## src/rtl/wb_pkg.sv

```systemverilog
// Shared definitions for the register-file writeback arbiter.
// Contents: datapath/register-address widths, the x0 encoding, and the
// buffered writeback entry type used by the long-latency FIFO.
package wb_pkg;

  localparam int unsigned XLEN   = 32;
  localparam int unsigned REG_AW = 5;

  localparam logic [REG_AW-1:0] ZERO_REG = 5'd0;

  typedef struct packed {
    logic [REG_AW-1:0] rd;
    logic [XLEN-1:0]   data;
  } wb_entry_t;

endpackage

```

## src/rtl/wb_fifo.sv

```systemverilog
// In-order result FIFO for the long-latency writeback source.
// Ports:
//   clk, rst              clock, synchronous active-high reset
//   push, push_rd/data    enqueue request (ignored while full)
//   pop                   dequeue request (ignored while empty)
//   head_rd/head_data     oldest entry
//   full, empty, count    occupancy status
//   entry_rd, entry_live  per-slot destination register and occupancy flag,
//                         flattened, for pending-mask generation
module wb_fifo
  import wb_pkg::*;
#(
  parameter int unsigned DEPTH = 4
) (
  input  logic                          clk,
  input  logic                          rst,
  input  logic                          push,
  input  logic [REG_AW-1:0]             push_rd,
  input  logic [XLEN-1:0]               push_data,
  input  logic                          pop,
  output logic [REG_AW-1:0]             head_rd,
  output logic [XLEN-1:0]               head_data,
  output logic                          full,
  output logic                          empty,
  output logic [$clog2(DEPTH+1)-1:0]    count,
  output logic [DEPTH*REG_AW-1:0]       entry_rd,
  output logic [DEPTH-1:0]              entry_live
);

  localparam int unsigned AW = $clog2(DEPTH);

  wb_entry_t      mem [DEPTH];
  logic [AW:0]    wr_ptr;
  logic [AW:0]    rd_ptr;
  logic           do_push;
  logic           do_pop;

  // Extra pointer MSB distinguishes full from empty when the indices match.
  assign full    = (wr_ptr[AW] != rd_ptr[AW]) && (wr_ptr[AW-1:0] == rd_ptr[AW-1:0]);
  assign empty   = (wr_ptr == rd_ptr);
  assign count   = wr_ptr - rd_ptr;
  assign do_push = push && !full;
  assign do_pop  = pop && !empty;

  assign head_rd   = mem[rd_ptr[AW-1:0]].rd;
  assign head_data = mem[rd_ptr[AW-1:0]].data;

  always_ff @(posedge clk) begin
    if (rst) begin
      wr_ptr <= '0;
      rd_ptr <= '0;
    end else begin
      if (do_push) begin
        mem[wr_ptr[AW-1:0]] <= '{rd: push_rd, data: push_data};
        wr_ptr              <= wr_ptr + 1'b1;
      end
      if (do_pop) begin
        rd_ptr <= rd_ptr + 1'b1;
      end
    end
  end

  // A slot is live when its distance from the read index is below the
  // occupancy; storage itself is never cleared, so stale slots are masked here.
  always_comb begin
    logic [AW-1:0] offs;
    entry_rd   = '0;
    entry_live = '0;
    offs       = '0;
    for (int unsigned i = 0; i < DEPTH; i++) begin
      entry_rd[i*REG_AW +: REG_AW] = mem[i].rd;
      offs          = AW'(i) - rd_ptr[AW-1:0];
      entry_live[i] = ({1'b0, offs} < count);
    end
  end

endmodule

```

## src/rtl/wb_arbiter.sv

```systemverilog
// Register-file write-port arbiter. Merges single-cycle pipeline writebacks
// (highest priority) with buffered long-latency results, exports a
// pending-destination mask and a starvation stall request.
// Ports:
//   clk, rst                         clock, synchronous active-high reset
//   pipe_wb_en/pipe_rd/pipe_wr_data  pipeline writeback
//   lu_valid/lu_ready/lu_rd/lu_data  long-latency result handshake
//   rd/wr_data/wr_en                 registered register-file write port
//   pending_mask                     registers targeted by buffered results
//   fifo_count                       buffered result count
//   wb_stall_req                     request to stop pipeline writebacks
// Optional feature: define WB_BYPASS_EN to let a result arriving at an
// empty FIFO with a free slot go straight to the write port.
module wb_arbiter
  import wb_pkg::*;
#(
  parameter int unsigned DEPTH      = 4,
  parameter int unsigned STARVE_MAX = 8
) (
  input  logic                          clk,
  input  logic                          rst,
  input  logic                          pipe_wb_en,
  input  logic [4:0]                    pipe_rd,
  input  logic [31:0]                   pipe_wr_data,
  input  logic                          lu_valid,
  output logic                          lu_ready,
  input  logic [4:0]                    lu_rd,
  input  logic [31:0]                   lu_data,
  output logic [4:0]                    rd,
  output logic [31:0]                   wr_data,
  output logic                          wr_en,
  output logic [31:0]                   pending_mask,
  output logic [$clog2(DEPTH+1)-1:0]    fifo_count,
  output logic                          wb_stall_req
);

  localparam int unsigned CW = $clog2(DEPTH+1);
  localparam int unsigned SW = $clog2(STARVE_MAX+1);

  logic                     fifo_full;
  logic                     fifo_empty;
  logic [REG_AW-1:0]        head_rd;
  logic [XLEN-1:0]          head_data;
  logic [DEPTH*REG_AW-1:0]  entry_rd;
  logic [DEPTH-1:0]         entry_live;

  logic                     accept;
  logic                     pipe_take;
  logic                     pop;
  logic                     push;
  logic                     bypass;
  logic [CW-1:0]            count_next;
  logic [SW-1:0]            starve_cnt;
  logic [SW-1:0]            starve_next;
  logic                     stall_next;

  assign lu_ready  = !fifo_full;
  assign accept    = lu_valid && lu_ready;
  assign pipe_take = pipe_wb_en && (pipe_rd != ZERO_REG);
  assign pop       = !pipe_take && !fifo_empty;

`ifdef WB_BYPASS_EN
  assign bypass = !pipe_take && fifo_empty && accept && (lu_rd != ZERO_REG);
`else
  assign bypass = 1'b0;
`endif

  // Results for x0 are accepted but never stored.
  assign push = accept && (lu_rd != ZERO_REG) && !bypass;

  wb_fifo #(
    .DEPTH (DEPTH)
  ) u_fifo (
    .clk        (clk),
    .rst        (rst),
    .push       (push),
    .push_rd    (lu_rd),
    .push_data  (lu_data),
    .pop        (pop),
    .head_rd    (head_rd),
    .head_data  (head_data),
    .full       (fifo_full),
    .empty      (fifo_empty),
    .count      (fifo_count),
    .entry_rd   (entry_rd),
    .entry_live (entry_live)
  );

  always_comb begin
    pending_mask = '0;
    for (int unsigned i = 0; i < DEPTH; i++) begin
      if (entry_live[i]) begin
        pending_mask[entry_rd[i*REG_AW +: REG_AW]] = 1'b1;
      end
    end
    pending_mask[0] = 1'b0;
  end

  // Stall release tracks the post-edge occupancy so it drops on the same
  // edge that drains the last buffered result.
  always_comb begin
    count_next = fifo_count + CW'(push) - CW'(pop);
    if (fifo_empty || pop) begin
      starve_next = '0;
    end else if (pipe_take && (starve_cnt != SW'(STARVE_MAX))) begin
      starve_next = starve_cnt + 1'b1;
    end else begin
      starve_next = starve_cnt;
    end
    stall_next = (count_next != '0) &&
                 (wb_stall_req || (starve_next == SW'(STARVE_MAX)));
  end

  always_ff @(posedge clk) begin
    if (rst) begin
      starve_cnt   <= '0;
      wb_stall_req <= 1'b0;
    end else begin
      starve_cnt   <= starve_next;
      wb_stall_req <= stall_next;
    end
  end

  always_ff @(posedge clk) begin
    if (rst) begin
      rd      <= '0;
      wr_data <= '0;
      wr_en   <= 1'b0;
    end else if (pipe_take) begin
      rd      <= pipe_rd;
      wr_data <= pipe_wr_data;
      wr_en   <= 1'b1;
    end else if (pop) begin
      rd      <= head_rd;
      wr_data <= head_data;
      wr_en   <= 1'b1;
    end else if (bypass) begin
      rd      <= lu_rd;
      wr_data <= lu_data;
      wr_en   <= 1'b1;
    end else begin
      wr_en   <= 1'b0;
    end
  end

endmodule

```

## config.mk

```make
export PLATFORM = sky130hd
export DESIGN_NAME = wb_arbiter
export DESIGN_NICKNAME = d
export VERILOG_FILES = /design/src/rtl/wb_pkg.sv /design/src/rtl/wb_fifo.sv /design/src/rtl/wb_arbiter.sv
export SDC_FILE = /design/constraint.sdc
export NUM_CORES = 1
export LEC_CHECK = 0
export ABC_AREA = 1
export CAP_MARGIN = 40
export CORE_ASPECT_RATIO = 0.9
export CORE_MARGIN = 2
export CORE_UTILIZATION = 47
export DETAILED_ROUTE_END_ITERATION = 7
export GPL_TIMING_DRIVEN = 0
export PLACE_DENSITY = 0.78
export SLEW_MARGIN = 25
export SYNTH_ARGS = -nofsm -noshare
export SYNTH_HDL_FRONTEND = slang
export SYNTH_HIERARCHICAL = 1
export SYNTH_SLANG_ARGS = --single-unit
```

## constraint.sdc

```tcl
create_clock -name clk -period 12.3 [get_ports clk]
set_clock_uncertainty 0.05 [all_clocks]
set_input_delay 1.845 -clock clk [delete_from_list [all_inputs] [get_ports clk]]
set_output_delay 1.845 -clock clk [all_outputs]
set_load 0.1 [all_outputs]
```

; Yosys cells after proc, flatten, opt, wreduce, memory -nomap -nowiden
; Memory sizes are Yosys's and may differ from the RTL's. A register that Yosys moved wholly into a read port is not among the register bits.
; Cells that the tools add are included.
[word_totals]
regBits = 49
ramBits = 148
inputBits = 78
elab_cells = 85
n_memories = 1
[mem_list]
columns = memory, words, word_bits, rd, rd_clocked_by_memory_dff, write_ports, line_no
row1 = u_fifo.mem, 4, 37, 5, 1, 1, wb_fifo.sv:32  ; wb_entry_t mem [DEPTH];
[classes]
add_sub_neg = 10
n_lt_le_gt_ge = 12
eq_ne = 5
muxes = 25
bitwise_logic = 3
n_reduce_logical = 22
[ops]
columns = operator, count
row1 = $mux 32, 6
row2 = $or 32x32->32, 3
row3 = $lt 5x6->1 const B, 4
row4 = $demux 1 s5, 4
row5 = $ge 5x1->1 const B, 4
row6 = $logic_and 1x1->1, 13
row7 = $lt 2x3->1, 4
row8 = $mux 5, 2
row9 = $reduce_bool 5->1, 2
row10 = $mux 1, 9
row11 = $mux 4, 2
row12 = $add 3x1->3 const B, 2
row13 = $add 4x1->4 const B, 1
row14 = $eq 4x4->1 const B, 1
row15 = $mux 2, 2
row16 = $ne 4x4->1 const B, 1
row17 = $sub 1x2->2 const A, 2
row18 = $sub 2x2->2 const A, 2
row19 = $add 3x1->3, 1
row20 = $eq 3x3->1, 1
row21 = $logic_not 1->1, 3
row22 = $reduce_bool 3->1, 1
row23 = $sub 3x1->3, 1
row24 = $sub 3x3->3, 1
row25 = 4 further kinds, 5

; Depth between registers and ports, before layout
; An unclocked memory read counts as a cell.
[depth]
depth_word = 12
depth_mapped = 18

; Cells and area by module
; The synthesis kept the hierarchy.
[by_module_without_submodules]
columns = mod, instances, cells_per_inst, area_each_um2
row1 = wb_fifo, 1, 477, 6314.8
row2 = wb_arbiter, 1, 455, 2957.8

; Worst setup path after synthesis
; Ideal clock, no wire load.
[synth_timing]
kind = register to output
from = reg u_fifo.wr_ptr[0]
to = out pending_mask[25]
t_arrival_ns = 5.180
required_time_ns = 10.405
slack_ns = 5.225
path_stages_with_launch = 12
path_buffers = 0
path_cell_list = dfxtp_1 inv_1 ha_1 inv_1 fa_1 inv_1 ha_1 inv_1 nor2_1 o21ai_0 nand3_1 o21ai_0
[synth_between]
word_cells_on_any_way = 12
[synth_rtl]
columns = item, line_no
row1 = "start, declared", wb_fifo.sv:33  ; logic [AW:0] wr_ptr;
row2 = "start signal, assigned", wb_fifo.sv:55  ; wr_ptr <= wr_ptr + 1'b1;
row3 = $sub 3x3->3 (*), wb_fifo.sv:41  ; assign count = wr_ptr - rd_ptr;
row4 = net fifo_count[1], wb_arbiter.sv:33  ; output logic [$clog2(DEPTH+1)-1:0] fifo_count,
row5 = $lt 2x3->1 (*), wb_fifo.sv:73  ; entry_live[i] = ({1'b0, offs} < count);
row6 = net entry_live[2], wb_arbiter.sv:45  ; logic [DEPTH-1:0] entry_live;
row7 = $mux 32 (*), wb_arbiter.sv:92  ; if (entry_live[i]) begin
row8 = $or 32x32->32 (no source line), -
row9 = $mux 32 (*), wb_arbiter.sv:92
row10 = "end, declared", wb_arbiter.sv:32  ; output logic [31:0] pending_mask,
; Mark *: on every way through the listed nets, which the timed path passes. The rest lies on a longest branch.

; Worst setup path in the final report
[layout_timing]
from = reg u_fifo.wr_ptr[0]
to = out pending_mask[30]
[layout_between]
word_cells_on_any_way = 12
[layout_rtl]
columns = item, line_no
row1 = $sub 3x3->3 (*), wb_fifo.sv:41
row2 = $lt 2x3->1 (*), wb_fifo.sv:73
row3 = net entry_live[2], wb_arbiter.sv:45
row4 = $mux 32 (*), wb_arbiter.sv:92
row5 = $or 32x32->32 (no source line), -
row6 = $mux 32 (*), wb_arbiter.sv:92
; Marked as above.

==> summary.md <==
| Metric | Value |
|---|---|
| Starting Density | 0.481 |
| Vias in the first global route | 8166 |
| Sequential Power Share | 0.337 |
| Post-route minimum period | 6.39 ns |
| Post-DR vias/cell | just under 6 |
| Status | complete, no violations |
| Remaining DRCs | 0 |
| CP dominant cell by count | inv_1 |
| Worst EP arrival | 4.50 ns |
| Placed cells | ~1400 |
| Kind of start point of the critical path | register |
| Final ANT Viol Nets | 0 |
| Max VDD drop | about 110 uV |
| DR iter-0 viols | roughly 1100 |
| Pleak | between 5 and 6 nW |
| Setup slack after placement | 6.48 ns |
| Slew Limit Fails | 0 |
| F_max | approximately 160 MHz |
| Total power | 0.00233 W |
| Initial antenna violation count | 3 |
| Setup WS post-layout | a little under 6 ns |
| Comb pwr share | 0.426 |
| Row Count | 48 |
| Synth area leaders | edfxtp_1 (48%), dfxtp_1 (11%), nand2_1 (4.6%) |
| # IOs | ~150 |
| Clk network pwr share | 0.237 |
| Met3 WL | around 3 mm |
| Mux cell area share after synthesis | 0 |
| Slowest-stage cell, CP | clkdlybuf4s50_1 |
| Setup_tns | 0 ns |
| TritonCTS buffer count | 17 |
| Synth Area in Adders | 0.0286 |
| CP peak stage delay | about 0.66 ns |
| Yosys reg bits | 199 |
| First-pass GRT wire length | 43.2 mm |
| Top delay family on crit path | buffers and inverters |
| Worst path required time | approximately 10 ns |
| Syn_nets | about 1000 |
| Placeable Area | 0.0193 sq mm |
| Crit path cell chain | inv_1, ha_1, inv_1, fa_1, inv_1, ha_1, inv_1, nor2_1, o21ai_0, nand3_1, o221ai_1, clkdlybuf4s50_1, buf_16 |
| Die W | ~150 um |
| Final setup fails | 0 |
| Setup bufs post-CTS | 0 |
| Xor and xnor area share after synthesis | 0 |
| PwrDens | roughly 180 mW/mm^2 |
| Top FF cell, synth | edfxtp_1 |
| Highest Signal Layer | met4 |
| Skew-Pair Late Insertion Delay | 0.44 ns |
| Layout cells sized above 1 | 0.140 |
| Mean Syn Cell Area | 9.95 sq um |
| GR Overflow Total | 0 |
| Post-synth top cells | edfxtp_1 (148), nand2_1 (114), nor2_1 (113), inv_1 (92), nand3_1 (84) |
| Met2 WL post-DR | 13.8 mm |
| Worst Path Buf+Inv | 6 |
| Clock sink count | approximately 200 |
| Area delta synth->final | 40.8% |
| Buffers from clock root to sink, at most | 2 |
| DP Area | around 0.012 sq mm |
| Met1 WL | around 11 mm |
| Final Cycle Share | 0.520 |
| Post_cts resized | 0 |
| Final Cell Area | roughly 0.013 sq mm |
| Psw | between 0.0009 and 0.001 W |
| Most common cell in the netlist | edfxtp_1 |
| Worst Hold Class | reg -> reg |
| Final Hold Vio Count | 0 |
| Post-synth cell types | 27 |
| Ys async rst share | 0 |
| Post-Syn Area | between 0.009 and 0.01 sq mm |
| Synth top area share | 0.479 |
| Hold-fix buffers, CTS | 0 |
| GPL Wtd Cong | roughly 0.94 |
| Total routed wirelength | 29.2 mm |
| Port-buffer cells | 151 |
| Synthesis warning total | 6 |
| H-tree levels | 4 |
| Total global-route track usage | 0.272 |
| CTS tree | yes |
| Sequential area share after synthesis | 0.589 |
| Simple-gate area share of the yosys netlist | 0.143 |
| Routed length per instance | about 20 um |
| Tightest Pin Transition | 0.772 ns |
| CTS root buf | clkbuf_16 |
| Iteration count of the initial detailed-routing pass | 6 |
| Number of flops mapped to enable cells by yosys | around 150 |
| Internal power | roughly 0.0014 W |
| Largest family of logic cells by synthesized area | compound AO/OA/AOI/OAI gates |
| Max-cap violations | 0 |
| Chip Height | about 140 um |
| Largest net degree at the start of global routing | 22 |
| Crit. End Element | output pin |
| Sw Ratio | 0.414 |
| Max-slew headroom | 0.484 |
| CP max FO | 8 |
| Post-DP HPWL | approximately 21 mm |
| RSZ-0062 raised after global routing | false |
| CP Class | reg -> out |
| Largest area contributor in the netlist | edfxtp_1 |
| Post-Synthesis Cells | around 930 |
| Synth Area in Compound Gates | 0.155 |
| Final non-filler cell total | between 1000 and 1500 |
| Via count | 8522 |
| Fin nets | 1282 |
| Clk slew on worst S/H paths | roughly 0.070 ns |
| Die area | about 0.021 sq mm |
==> cell usage in the layout (no fill, tap or decap), drive strengths merged, types with 36 or more instances in the layout <==
master	n
clkbuf	36
clkdlybuf4s50	151
edfxtp	148
inv	102
nand2	114
o21ai	94
o22ai	38
nand3	85
dfxtp	51
buf	125
nor2	115
==> layout make-up <==
type,count,area (sq um)
sequential,199,5470
tap,250,313
clock inverter,15,176
fill,1335,6220
buffer,62,413
inverter,95,357
clock buffer,17,425
antenna,3,7.51
timing repair buffer,233,2830
multi-input combinational,576,3070
==> path summary, 6_finish.rpt <==
| kind | from | to | slack [ns] | cells past startpoint |
|---|---|---|---|---|
| min reg2reg | wb_stall_req | wb_stall_req | 0.40 | 2 |
| max reg2reg | u_fifo/wr_ptr[0] | wb_stall_req | 8.94 | 15 |
| min | wb_stall_req | wb_stall_req | 0.40 | 2 |
| max | u_fifo/wr_ptr[0] | pending_mask[30] | 5.91 | 13 |
==> per-stage QoR <==
step | hold WS [ns] | utilization
floorplan | 0.449 | -
global placement | 0.393 | 0.576
global route | 0.443 | 0.677
finish | 0.400 | 0.677
detailed placement | 0.392 | 0.646
CTS | 0.403 | 0.677
==> power by group through the flow <==
stage / clock, W / combinational, W / sequential [W]
after floorplan: 0 / 0.000449 / 0.000940
after global placement: 0 / 0.000817 / 0.000799
after detailed placement: 0 / 0.000974 / 0.000798
after CTS: 0.000555 / 0.000980 / 0.000784
after global routing: 0.000582 / 0.00104 / 0.000788
final: 0.000553 / 0.000992 / 0.000785
==> layer usage <==
layer,vias up,track usage
met5,-,0
met4,0,0.115
met3,110,0.0642
met2,577,0.456
met1,4019,0.342
li1,3816,-
==> tightest hold or removal path, delay by kind of cell (launching register included) <==
family	cells	cell delay, ns
buffers and inverters	1	0.05
flip-flops	1	0.31
AO/OA/AOI/OAI	1	0.05
==> flip-flops by register name (all words and copies together), names as in the netlist, named ones only <==
signal and count:
rd 5, starve_cnt 4, u_fifo/mem 148, u_fifo/rd_ptr 3, u_fifo/wr_ptr 3, wb_stall_req 1, wr_data 32, wr_en 1
==> kinds of logic (layout without fill, tap and decap cells) <==
group | count (synthesis) | count (layout)
simple gates | 320 | 320
buf+inv | 157 | 422
other cells | 1 | 4
compound gates | 235 | 235
fa+ha+maj | 20 | 20
flops | 199 | 199
No activity file was read; power rests on OpenSTA's default activity.
